`src/rtl/button_pkg.sv`:
```
// Shared defaults for the debounced button bank: channel count, integrator
// thresholds and the long-press / auto-repeat timing.
package button_pkg;
    localparam int DEF_N          = 4;
    localparam int DEF_CW         = 4;
    localparam int DEF_HI_TH      = 12;
    localparam int DEF_LO_TH      = 4;
    localparam int DEF_HW         = 8;
    localparam int DEF_LONG_TICKS = 200;
    localparam int DEF_REP_TICKS  = 50;
endpackage

```
`src/rtl/button_chan.sv`:
```
// One button channel: 2-flop synchronizer, saturating integrator with hysteresis,
// edge pulses, toggle/momentary press output and long-press / auto-repeat pulses.
module button_chan
    import button_pkg::*;
#(
    parameter int CW         = DEF_CW,
    parameter int HI_TH      = DEF_HI_TH,
    parameter int LO_TH      = DEF_LO_TH,
    parameter int HW         = DEF_HW,
    parameter int LONG_TICKS = DEF_LONG_TICKS,
    parameter int REP_TICKS  = DEF_REP_TICKS
) (
    input  logic clk,
    input  logic rst_n,
    input  logic tick,
    input  logic btn_in,
    input  logic mode,
    output logic level,
    output logic press,
    output logic rise,
    output logic fall,
    output logic long_pulse
);
    localparam int CMAX = (1 << CW) - 1;

    if (!(LO_TH < HI_TH && HI_TH <= CMAX && LONG_TICKS >= 1 &&
          LONG_TICKS < (1 << HW) && REP_TICKS >= 0 && REP_TICKS <= LONG_TICKS)) begin : g_param_check
        $error("button_chan: illegal threshold or timing parameters");
    end

    localparam logic [CW-1:0] CMAX_C   = CW'(CMAX);
    localparam logic [CW-1:0] HI_C     = CW'(HI_TH);
    localparam logic [CW-1:0] LO_C     = CW'(LO_TH);
    localparam logic [HW-1:0] HMAX_C   = {HW{1'b1}};
    localparam logic [HW-1:0] LONG_C   = HW'(LONG_TICKS);
    localparam logic [HW-1:0] RELOAD_C = HW'(LONG_TICKS - REP_TICKS);

    logic          s1_q, s2_q;
    logic [CW-1:0] count_q, count_d;
    logic          level_q, level_d;
    logic          press_q, press_d;
    logic          rise_q, rise_d;
    logic          fall_q, fall_d;
    logic          long_q, long_d;
    logic [HW-1:0] hold_q, hold_d, hold_inc;

    always_comb begin
        count_d  = count_q;
        level_d  = level_q;
        hold_d   = hold_q;
        long_d   = 1'b0;
        hold_inc = (hold_q == HMAX_C) ? hold_q : hold_q + 1'b1;

        if (tick) begin
            if (s2_q) begin
                if (count_q != CMAX_C) count_d = count_q + 1'b1;
            end else begin
                if (count_q != '0) count_d = count_q - 1'b1;
            end
            if (count_d > HI_C)      level_d = 1'b1;
            else if (count_d < LO_C) level_d = 1'b0;
        end

        rise_d  = level_d & ~level_q;
        fall_d  = ~level_d & level_q;
        press_d = mode ? (press_q ^ rise_d) : level_d;

        // Only count ticks while held both before and after this edge, so the
        // fall edge clears the counter and can never emit a long pulse.
        if (!(level_q && level_d)) begin
            hold_d = '0;
        end else if (tick) begin
            hold_d = hold_inc;
            if (hold_q != HMAX_C && hold_inc == LONG_C) begin
                long_d = 1'b1;
                if (REP_TICKS > 0) hold_d = RELOAD_C;
            end
        end
    end

    always_ff @(posedge clk) begin
        if (!rst_n) begin
            s1_q    <= 1'b0;
            s2_q    <= 1'b0;
            count_q <= '0;
            level_q <= 1'b0;
            press_q <= 1'b0;
            rise_q  <= 1'b0;
            fall_q  <= 1'b0;
            long_q  <= 1'b0;
            hold_q  <= '0;
        end else begin
            s1_q    <= btn_in;
            s2_q    <= s1_q;
            count_q <= count_d;
            level_q <= level_d;
            press_q <= press_d;
            rise_q  <= rise_d;
            fall_q  <= fall_d;
            long_q  <= long_d;
            hold_q  <= hold_d;
        end
    end

    assign level      = level_q;
    assign press      = press_q;
    assign rise       = rise_q;
    assign fall       = fall_q;
    assign long_pulse = long_q;
endmodule

```
`src/rtl/button_bank.sv`:
```
// Bank of N independent debounced button channels; pure wiring around button_chan.
module button_bank
    import button_pkg::*;
#(
    parameter int N          = DEF_N,
    parameter int CW         = DEF_CW,
    parameter int HI_TH      = DEF_HI_TH,
    parameter int LO_TH      = DEF_LO_TH,
    parameter int HW         = DEF_HW,
    parameter int LONG_TICKS = DEF_LONG_TICKS,
    parameter int REP_TICKS  = DEF_REP_TICKS
) (
    input  logic         clk,
    input  logic         rst_n,
    input  logic         tick,
    input  logic [N-1:0] in,
    input  logic [N-1:0] mode,
    output logic [N-1:0] level,
    output logic [N-1:0] press,
    output logic [N-1:0] rise,
    output logic [N-1:0] fall,
    output logic [N-1:0] long
);
    genvar gi;
    generate
        for (gi = 0; gi < N; gi++) begin : g_chan
            button_chan #(
                .CW        (CW),
                .HI_TH     (HI_TH),
                .LO_TH     (LO_TH),
                .HW        (HW),
                .LONG_TICKS(LONG_TICKS),
                .REP_TICKS (REP_TICKS)
            ) u_chan (
                .clk       (clk),
                .rst_n     (rst_n),
                .tick      (tick),
                .btn_in    (in[gi]),
                .mode      (mode[gi]),
                .level     (level[gi]),
                .press     (press[gi]),
                .rise      (rise[gi]),
                .fall      (fall[gi]),
                .long_pulse(long[gi])
            );
        end
    endgenerate
endmodule

```
`config.mk`:
```
export PLATFORM = sky130hd
export DESIGN_NAME = button_bank
export DESIGN_NICKNAME = d
export VERILOG_FILES = /design/src/rtl/button_pkg.sv /design/src/rtl/button_chan.sv /design/src/rtl/button_bank.sv
export SDC_FILE = /design/constraint.sdc
export NUM_CORES = 1
export LEC_CHECK = 0
export BUFFER_PORTS_ARGS = -buffer_cell sky130_fd_sc_hd__buf_2
export CORE_ASPECT_RATIO = 1.1
export CORE_UTILIZATION = 25
export DETAILED_ROUTE_END_ITERATION = 10
export GPL_TIMING_DRIVEN = 0
export PLACE_DENSITY = 0.48
export SKIP_CTS_REPAIR_TIMING = 1
export SLEW_MARGIN = 20
export SYNTH_ARGS = -nofsm -noshare
export SYNTH_HDL_FRONTEND = slang
export SYNTH_HIERARCHICAL = 1
export SYNTH_SLANG_ARGS = --single-unit
```
`constraint.sdc`:
```
create_clock -name clk -period 2 [get_ports clk]
set_clock_uncertainty 0.05 [all_clocks]
set_input_delay 0.4 -clock clk [delete_from_list [all_inputs] [get_ports clk]]
set_output_delay 0.4 -clock clk [all_outputs]
set_load 0.005 [all_outputs]
```
==> impl_results.md, run 1 <==
- Clk root buf: clkbuf_16
- Seq pwr share: about two fifths
- Startpoint Class: register
- Clock-pin slew of the registers on the worst-case setup and hold paths: about 0.070 ns
- Maximum clock path buffer count: 2
- Sw Share: approximately 32%
- Switching power total: between 1 and 1.5 mW
- Int Pwr: approximately 3 mW
- Worst slew pin tran: roughly 0.6 ns
- DR DRC count: 0
- Most common cell after layout, fill and taps aside: dfxtp_1
- Cell Rows: 51
- Vias: between 4000 and 5000
- Cell count after synthesis: ~600
- Cell area after layout: ~5900 sq um
- TritonCTS clock tree: yes
- Crit path capture type: register
- Layout area overhead: 27.37%
- Leakage: roughly 2.3 nW
- Overall Global Routing Usage: between 10% and 20%
- Die height: between 100 and 150 microns
- Most used flip-flop cell after synthesis: dfxtp_1
- Final Hold Vio Count: 0
- Cell Pwr Density: about 750 nW/um^2
- Layout Cells excl Fill: between 800 and 900
- Fmax: between 0.4 and 0.5 GHz
- Post-synth cell types: 58
- Initial drt markers: roughly 290
- Initial core utilization: approximately 26%
- Clock share of power: a little over a third
- Core ar.: 17930 sq um
- Mapped Avg Cell Area: just under 8 sq um
- Fin crit share: 108.7%
- Die area: ~19000 sq um
- Sequential element share of the synthesized area: approximately 33%
- Synth async-reset ratio: 0%
- Max-cap viol count: 0
- IO Port Bufs: 30
- Die X: approximately 130 microns
- Slowest cell on crit path: or4b_4
- Synthesis-stage register bit count: 76
- Util after Layout: between 30% and 40%
- Post-Syn Nets: slightly above 600
- Mapped cell area: 4649 sq um
- Layout cells sized above 1: a little over a quarter
- Synth warn: 6
- Hpwl dp: just over 8 mm
- Placed inst area: between 5000 and 6000 sq um
- Max FO, Critical Path: 5
- Max incr delay on CP: 0.56 ns
- VDD IR max: between 0.0004 and 0.0005 V
- Min cycle time layout: around 2.2 ns
- First-pass GRT wire length: roughly 20 mm
- Clk_lat worst skew: around 0.34 ns
- Combinational power share: 25.7%
- # clock sinks: 76
- Nets: 673
- Overall Power: 4.419 mW
- Total gr overflow: 0
- Most frequent cells in the layout: dfxtp_1, nor2_1, buf_2, nand2_1, nor3_1
- Outcome: complete, but fails checks
- Slew Viols, Final: 0
- Final worst slack: -0.1750 ns
- Crit-path cells: or4_4 > o211a_1 > or4b_4 > o21a_1 > a211o_1
- DR vias/cell: 5.101
- Number of enable flip-flop cells after synthesis: 0
- Slew HR: between 60% and 70%
- ANT cells: 0
- Final ANT Viol Nets: 0
- Drt total wl: about 12 mm
- Vias in the first global route: roughly 4300
- # H-tree levels: 3
- Number of CTS-inserted buffers: 9
- Failing checks: negative setup slack
- Pin count of the biggest net entering global routing: 26
- WS Path Type: register to register
- Placed Instances: about 860
- Setup violators final: 16
- WL per Instance: 13.37 microns
- Ports: 31
- Worst EP arrival: 2.36 ns
- Detailed Routing Iterations Pass 1: 5
- Antenna violations before repair: 0
- HP Class: input pin to register
- CP required: 2.19 ns
- RSZ-0062 raised after global routing: yes
- Final Wtd Congestion: ~0.79
## routing by layer
metal | wire length [microns] | vias to the layer above | track usage, % | part of all wire, %
met5 | 0 | - | 0 | 0
li1 | - | 2307 | - | -
met3 | 313 | 14 | 2.621 | 2.6
met4 | 207 | 0 | 5.233 | 1.7
met1 | 5557 | 2169 | 15.03 | 47
met2 | 5863 | 65 | 20.95 | 49
## cells by family after synthesis
logic type	Yosys count	share of synthesized area (%)
simple gates	280	34.39
flops	76	32.72
buf+inv	68	5.759
xor+xnor	8	1.507
fa+ha+maj	12	3.229
compound gates	146	21.04
mux	5	1.346
## Yosys cell counts (all sizes together) (12+ instances only)
| cell | number | area share [%] |
|---|---|---|
| and3 | 21 | 2.8 |
| nor2 | 52 | 4.2 |
| nor4 | 14 | 2.9 |
| clkbuf | 28 | 2.3 |
| a31oi | 17 | 2.7 |
| a21oi | 28 | 3.0 |
| nand3 | 35 | 3.8 |
| inv | 30 | 2.4 |
| nor3 | 41 | 4.4 |
| o21ai | 37 | 4.2 |
| nand2 | 40 | 3.2 |
| and2 | 12 | 1.6 |
| dfxtp | 76 | 33 |
| a211oi | 14 | 2.3 |
| ha | 12 | 3.2 |
## critical path: cells and delay by family (launching register included)
family          cells  cell delay, ns
compound gates      3            0.56
flops               1            0.35
simple gates        2            1.10
## sequential cells by signal, summed over array words and instances (netlist names)
signal and flops:
g_chan.u_chan/level 4, g_chan.u_chan/rise 4, g_chan.u_chan/s1_q 4, g_chan.u_chan/s2_q 4
g_chan.u_chan/long_pulse 4, g_chan.u_chan/fall 4, g_chan.u_chan/press 4, g_chan.u_chan/hold_q 32
g_chan.u_chan/count_q 16
## path summary, 6_finish.rpt
check	endpoint	depth (start not counted)	startpoint	slack, ns
min reg2reg	g_chan[0].u_chan/s2_q	1	g_chan[0].u_chan/s1_q	0.38
min	g_chan[2].u_chan/s1_q	2	in[2]	0.20
max reg2reg	g_chan[3].u_chan/press	5	g_chan[3].u_chan/count_q[2]	-0.18
max	g_chan[3].u_chan/press	5	g_chan[3].u_chan/count_q[2]	-0.18
## power by group through the flow
stage	clock, mW	combinational [mW]	sequential [mW]
5_1_grt	1.70	1.26	1.72
3_3_place_gp	0	0.924	1.71
4_1_cts	1.64	0.959	1.68
2_1_floorplan	0	0.775	1.69
3_5_place_dp	0	0.956	1.72
6_report	1.57	1.14	1.71
## stage by stage
stage / hold WS (ns) / setup slack, ns / TNS (ns)
3_5_place_dp: 0.3722 / -0.3260 / -7.879
6_report: 0.2039 / -0.1750 / -1.127
3_3_place_gp: 0.3650 / -0.3133 / -6.672
5_1_grt: 0.2048 / -0.2312 / -2.781
2_1_floorplan: 0.3618 / -0.06792 / -0.08399
4_1_cts: 0.1859 / -0.3381 / -8.699
## final cells by class
cell class / count / area (sq um)
inverters: 30 / 112.6
clock buffers: 9 / 225.2
plain buffers: 27 / 142.6
fillers: 1858 / 12010
flip-flops and latches: 76 / 1562
repair buffers: 55 / 361.6
clock inverters: 7 / 58.81
multi-input cells: 451 / 3162
well taps: 238 / 297.8
Note: power is estimated with default switching activity, not from simulation.
==> inputs of run 2 (changes only) <==
Settings changed: CORE_ASPECT_RATIO 1.1 to 0.9.
==> run 2 against run 1 <==
  * The run still ends with negative setup slack left
  * Cell count is 0.67% higher
  * Sequential cell count stayed put
  * Setup slack better by 0.0055 ns
  * Sequential power hardly changed
  * Routed wire length is 2.4% higher
  * Core utilization is 1.1 points higher
  * Clock-buffer cell count is 3 higher
  * Design area is 3.2% higher
  * Via count is 0.46% higher
  * Global-route usage hardly changed
  * Hold slack hardly changed
  * Critical path type unchanged
==> impl_results.md, run 2 (synthesis results as in run 1) <==
- Total gr overflow: 0 (unchanged)
- Drt total wl: 12.23 mm (+2.4%)
- Combinational power share: 25.2% (-0.5 points)
- Crit path capture type: register
- Outcome: complete, but fails checks
- Most common cell after layout, fill and taps aside: dfxtp_1
- Int Pwr: 3.384 mW (+13%)
- RSZ-0062 raised after global routing: yes
- Clk root buf: clkbuf_16
- First-pass GRT wire length: 19.59 mm (-1.6%)
- # clock sinks: 76 (unchanged)
- Largest regs: g_chan.u_chan/hold_q: 32 flops, g_chan.u_chan/count_q: 16 flops
- Multi-input logic area: 3251 sq um (+2.8%)
- Hpwl dp: 7.995 mm (-2.4%)
- Place WS: -0.3173 ns (+0.008610 ns)
- Slew Viols, Final: 0 (unchanged)
- Max-cap viol count: 0 (unchanged)
- Die height: 131.4 microns (-9.4%)
- Clock share of power: 38.7% (+3.1 points)
- Maximum clock path buffer count: 2 (unchanged)
- Switching power total: 1.384 mW (-2.4%)
- WL per Instance: 13.60 microns (+1.7%)
- HP Class: input pin to register
- Vias in the first global route: 4154 (-4.3%)
- # H-tree levels: 3 (unchanged)
- Cell Rows: 46 (-9.8%)
- DR vias/cell: 5.090 (-0.21%)
- Pin count of the biggest net entering global routing: 26 (unchanged)
- Worst EP arrival: 2.36 ns (about the same)
- Min cycle time layout: 2.170 ns (-0.005453 ns)
- Max FO, Critical Path: 6 (+1)
- Max reg flops: 32 (unchanged)
- ANT cells: 0 (unchanged)
- Cell Pwr Density: 780.2 nW/um^2 (+4.5%)
- Final ANT Viol Nets: 0 (unchanged)
- Cell area after layout: 6111 sq um (+3.2%)
- Failing checks: negative setup slack
- Post-route setup TNS: -1.220 ns (-0.09308 ns)
- Slew HR: 57.59% (-2.8 points)
- Layout area overhead: 31.43%
- Fin crit share: 108.5% (-0.27 points)
- Final Hold Vio Count: 0 (unchanged)
- Core ar.: 17900 sq um (-0.17%)
- Overall Global Routing Usage: 12.36% (about the same)
- VDD IR max: 0.0004305 V (+3.9%)
- Top reg by flops: g_chan.u_chan/hold_q
- DR DRC count: 0 (unchanged)
- Clock-pin slew of the registers on the worst-case setup and hold paths: 0.06 ns (about the same)
- Worst slew pin tran: 0.6362 ns (+0.04260 ns)
- Initial drt markers: 299 (+3.8%)
- Setup violators final: 14 (-2)
- Die X: 145.8 microns (+10%)
- WS Path Type: register to register
- Die area: 19150 sq um (about the same)
- Detailed Routing Iterations Pass 1: 5 (unchanged)
- Startpoint Class: register
- Fmax: 0.4609 GHz (+0.25%)
- IO Port Bufs: 30 (unchanged)
- Ports: 31 (unchanged)
- Final Wtd Congestion: 0.7991 (+0.95%)
- Layout cells sized above 1: 29.59% (+2.1 points)
- Sw Share: 29.03% (-3.1 points)
- Initial core utilization: 25.98% (+0.045 points)
- CP required: 2.19 ns (about the same)
- Clk_lat worst skew: 0.35 ns (about the same)
- Number of fill cells in the layout: 1821 (-2.0%)
- Antenna violations before repair: 0 (unchanged)
- TritonCTS clock tree: yes
- Overall Power: 4.768 mW (+7.9%)
- Placed inst area: 5106 sq um (about the same)
- Seq. cell area: 1570 sq um (+0.56%)
- Leakage: 2.346 nW (+2.6%)
- Seq pwr share: 36.1% (-2.6 points)
- Most frequent cells in the layout: dfxtp_1, nor2_1, buf_2, nand2_1, nor3_1
- Vias: 4576 (+0.46%)
- Final worst slack: -0.1695 ns (+0.005453 ns)
- Nets: 677 (+0.59%)
- Number of CTS-inserted buffers: 9 (unchanged)
[run 2: per-layer routing]
layer / global-route usage, % / up-vias / wire length, microns
met5: 0 / - / 0
met4: 5.731 / 0 / 208
met3: 2.708 / 14 / 476
met2: 19.27 / 102 / 5686
met1: 16.15 / 2150 / 5860
li1: - / 2310 / -
[run 2: power groups by stage]
stage	clock network, mW	registers [mW]	logic, mW
floorplan	0	1.69	0.775
global placement	0	1.71	0.928
detailed placement	0	1.71	0.955
CTS	1.92	1.68	0.959
global route	1.98	1.73	1.34
finish	1.84	1.72	1.20
[run 2: final cells by class]
type,count,area share [%]
multi-input combinational,451,53.19
sequential,76,25.70
timing repair buffer,60,6.654
tap,240,4.914
clock buffer,12,4.361
buffer,26,2.191
inverter,30,1.843
clock inverter,4,1.147
[run 2: final timing paths]
check / from / to / slack [ns] / cells past startpoint
max reg2reg: g_chan[3].u_chan/count_q[2] / g_chan[3].u_chan/press / -0.17 / 5
min: in[3] / g_chan[3].u_chan/s1_q / 0.20 / 2
max: g_chan[3].u_chan/count_q[2] / g_chan[3].u_chan/press / -0.17 / 5
min reg2reg: g_chan[2].u_chan/s1_q / g_chan[2].u_chan/s2_q / 0.38 / 1
[run 2: metrics by stage]
stage | hold WS [ns] | utilization, % | instances
2_1_floorplan | 0.3618 | - | 595
3_3_place_gp | 0.3646 | 28.53 | 865
3_5_place_dp | 0.3723 | 28.53 | 865
4_1_cts | 0.1915 | 30.41 | 881
5_1_grt | 0.1963 | 34.14 | 899
6_report | 0.2042 | 34.14 | 899
[run 2: worst max-delay path, stage by stage, from the launching register on]
cell and delay (ns):
dfxtp_4 0.36, or4_4 0.54, o211a_1 0.16, or4b_4 0.54, o21a_1 0.20, a211o_1 0.22
==> inputs of run 3 (changes only) <==
Settings changed: GPL_TIMING_DRIVEN 0 to default, SKIP_CTS_REPAIR_TIMING 1 to default.
==> run 3 against run 2 <==
  * The flow still finishes with violations (negative setup slack)
  * Sequential share of layout area fell by 1.8 points
  * Power fell by 0.33%
  * Design area grew 6.7%
  * Register-to-register slack improved by 0.05 ns
  * Die area is the same
  * Global-route usage up 0.51 points
  * First-iteration DRC count down 3.7%
  * Cell count increased by 6.7%
  * Non-clock buffer count increased by 60
  * Setup slack improved by 0.053 ns
  * Clock power fell by 9%
  * Core utilization is 2.3 points higher
==> impl_results.md, run 3 (synthesis results as in run 1) <==
- Max incr delay on CP: 0.51 ns (-0.03 ns)
- Max-cap viol count: 0 (unchanged)
- Leakage: 2.600 nW (+11%)
- Min cycle time layout: 2.116 ns (-0.05314 ns)
- Detailed Routing Iterations Pass 1: 5 (unchanged)
- Antenna violations before repair: 0 (unchanged)
- Ports: 31 (unchanged)
- Crit-path leading delay family: simple AND/OR/NAND/NOR gates
- RSZ-0062 raised after global routing: yes
- Layout cells sized above 1: 35.88% (+6.3 points)
- Clk root buf: clkbuf_16
- Critical path buffers and inverters: 0 (unchanged)
- TritonCTS clock tree: yes
- R2R Path Start: g_chan[3].u_chan/count_q[0]
- Seq. cell area: 1558 sq um (-0.80%)
- Drt total wl: 12.17 mm (-0.47%)
- Number of CTS-inserted buffers: 9 (unchanged)
- Layout area overhead: 40.20%
- Fmax: 0.4725 GHz (+2.5%)
- Die area: 19150 sq um (unchanged)
- Crit. path cell count: 5 (unchanged)
- WL per Instance: 12.69 microns (-6.7%)
- Die height: 131.4 microns (unchanged)
- Core ar.: 17900 sq um (unchanged)
- Failing checks: negative setup slack
- Worst slew pin tran: 0.4813 ns (-0.1549 ns)
- # H-tree levels: 3 (unchanged)
- DR DRC count: 0 (unchanged)
- Startpoint Class: register
- CP Launch Point: g_chan[3].u_chan/count_q[0]
- Maximum clock path buffer count: 2 (unchanged)
- Max reg flops: 32 (unchanged)
- Hold_ws: 0.2088 ns (+0.004607 ns)
- Initial core utilization: 25.98% (unchanged)
- Crit-path cells: or4_4 > o211a_1 > or4b_4 > o21a_1 > a211o_1
- Most frequent cells in the layout: buf_4, dfxtp_1, nor2_1, nand2_1, nor3_1
- Most common cell after layout, fill and taps aside: buf_4
- Crit path capture type: register
- Top reg by flops: g_chan.u_chan/hold_q
- Clock-pin slew of the registers on the worst-case setup and hold paths: 0.06 ns (about the same)
- HP Class: input pin to register
- Slowest cell on crit path: or4_4
- Overall Power: 4.752 mW (-0.33%)
- CP required: 2.18 ns (about the same)
- Initial drt markers: 288 (-3.7%)
- Place WS: -0.1834 ns (+0.1340 ns)
- End point of the critical path: g_chan[3].u_chan/press
- Worst EP arrival: 2.30 ns (-0.06 ns)
- Cell Rows: 46 (unchanged)
- R2r setup slk: -0.12 ns (+0.05 ns)
- WS Path Type: register to register
- Number of fill cells in the layout: 1814 (-0.38%)
- Multi-input logic area: 3166 sq um (-2.6%)
- Vias: 4724 (+3.2%)
- Max FO, Critical Path: 5 (-1)
- Util after Layout: 36.42% (+2.3 points)
- Clk_lat worst skew: 0.35 ns (about the same)
- Outcome: complete, but fails checks
- Fin crit share: 105.8% (-2.7 points)
- FF-to-FF End: g_chan[3].u_chan/press
- Cell Pwr Density: 728.9 nW/um^2 (-6.6%)
- Slew Viols, Final: 0 (unchanged)
- Final ANT Viol Nets: 0 (unchanged)
- Hpwl dp: 8.579 mm (+7.3%)
- ANT cells: 0 (unchanged)
- Vias in the first global route: 4507 (+8.5%)
- Total gr overflow: 0 (unchanged)
- Largest regs: g_chan.u_chan/hold_q: 32 flops, g_chan.u_chan/count_q: 16 flops
- Setup violators final: 7 (-7)
- # clock sinks: 76 (unchanged)
- Reg2Reg Depth: 5 (unchanged)
- Nets: 737 (+8.9%)
- Pin count of the biggest net entering global routing: 31 (+19%)
- IO Port Bufs: 30 (unchanged)
- Overall Global Routing Usage: 12.87% (+0.51 points)
- Worst hold start: in[3]
- DR vias/cell: 4.926 (-3.2%)
- VDD IR max: 0.0004407 V (+2.4%)
- Slew HR: 67.51% (+9.9 points)
- Final Wtd Congestion: 0.8288 (+3.7%)
- Final worst slack: -0.1164 ns (+0.05314 ns)
- Die X: 145.8 microns (unchanged)
- First-pass GRT wire length: 20.49 mm (+4.6%)
- Final Hold Vio Count: 0 (unchanged)
run 3: repair_timing:
| item | in CTS | in global routing |
|---|---|---|
| pin swaps | 9 | 30 |
| setup buffers | 8 | 2 |
| setup endpoints to repair | 26 | 44 |
| hold buffers | 0 | 0 |
| gates resized for setup | 28 | 73 |
run 3: layer usage:
metal / GRT usage [%] / up-vias / part of all wire (%)
met4: 4.971 / 0 / 1.4
met1: 16.24 / 2192 / 48
met3: 3.264 / 15 / 4.1
li1: - / 2423 / -
met5: 0 / - / 0
met2: 20.89 / 94 / 47
run 3: worst min path at each step:
stage / to / depth (start not counted)
2_1_floorplan: g_chan[0].u_chan/s2_q / 1
3_3_place_gp: g_chan[2].u_chan/s2_q / 1
3_5_place_dp: g_chan[2].u_chan/s2_q / 1
4_1_cts: g_chan[3].u_chan/s1_q / 2
5_1_grt: g_chan[3].u_chan/s1_q / 2
6_report: g_chan[3].u_chan/s1_q / 2
run 3: area by class of cell:
| cell class | instances | share of cell area, % |
|---|---|---|
| timing repair buffer | 146 | 16.55 |
| inverter | 30 | 1.727 |
| multi-input combinational | 451 | 48.56 |
| tap | 240 | 4.607 |
| clock inverter | 4 | 0.7294 |
| clock buffer | 12 | 3.935 |
| sequential | 76 | 23.90 |
run 3: power by group:
part / switching [mW] / internal [mW] / leakage, nW
sequential: 0.0965 / 1.60 / 0.626
clock: 0.649 / 1.03 / 0.149
combinational: 0.622 / 0.751 / 1.82
total: 1.37 / 3.38 / 2.60
run 3: through the flow:
| step | cell area (sq um) | setup TNS [ns] | std cells |
|---|---|---|---|
| 2_1_floorplan | 4656 | -0.08399 | 595 |
| 4_1_cts | 6195 | -0.5258 | 957 |
| 5_1_grt | 6519 | -1.433 | 959 |
| 6_report | 6519 | -0.3008 | 959 |
| 3_3_place_gp | 5762 | -0.9776 | 934 |
| 3_5_place_dp | 5762 | -2.092 | 934 |
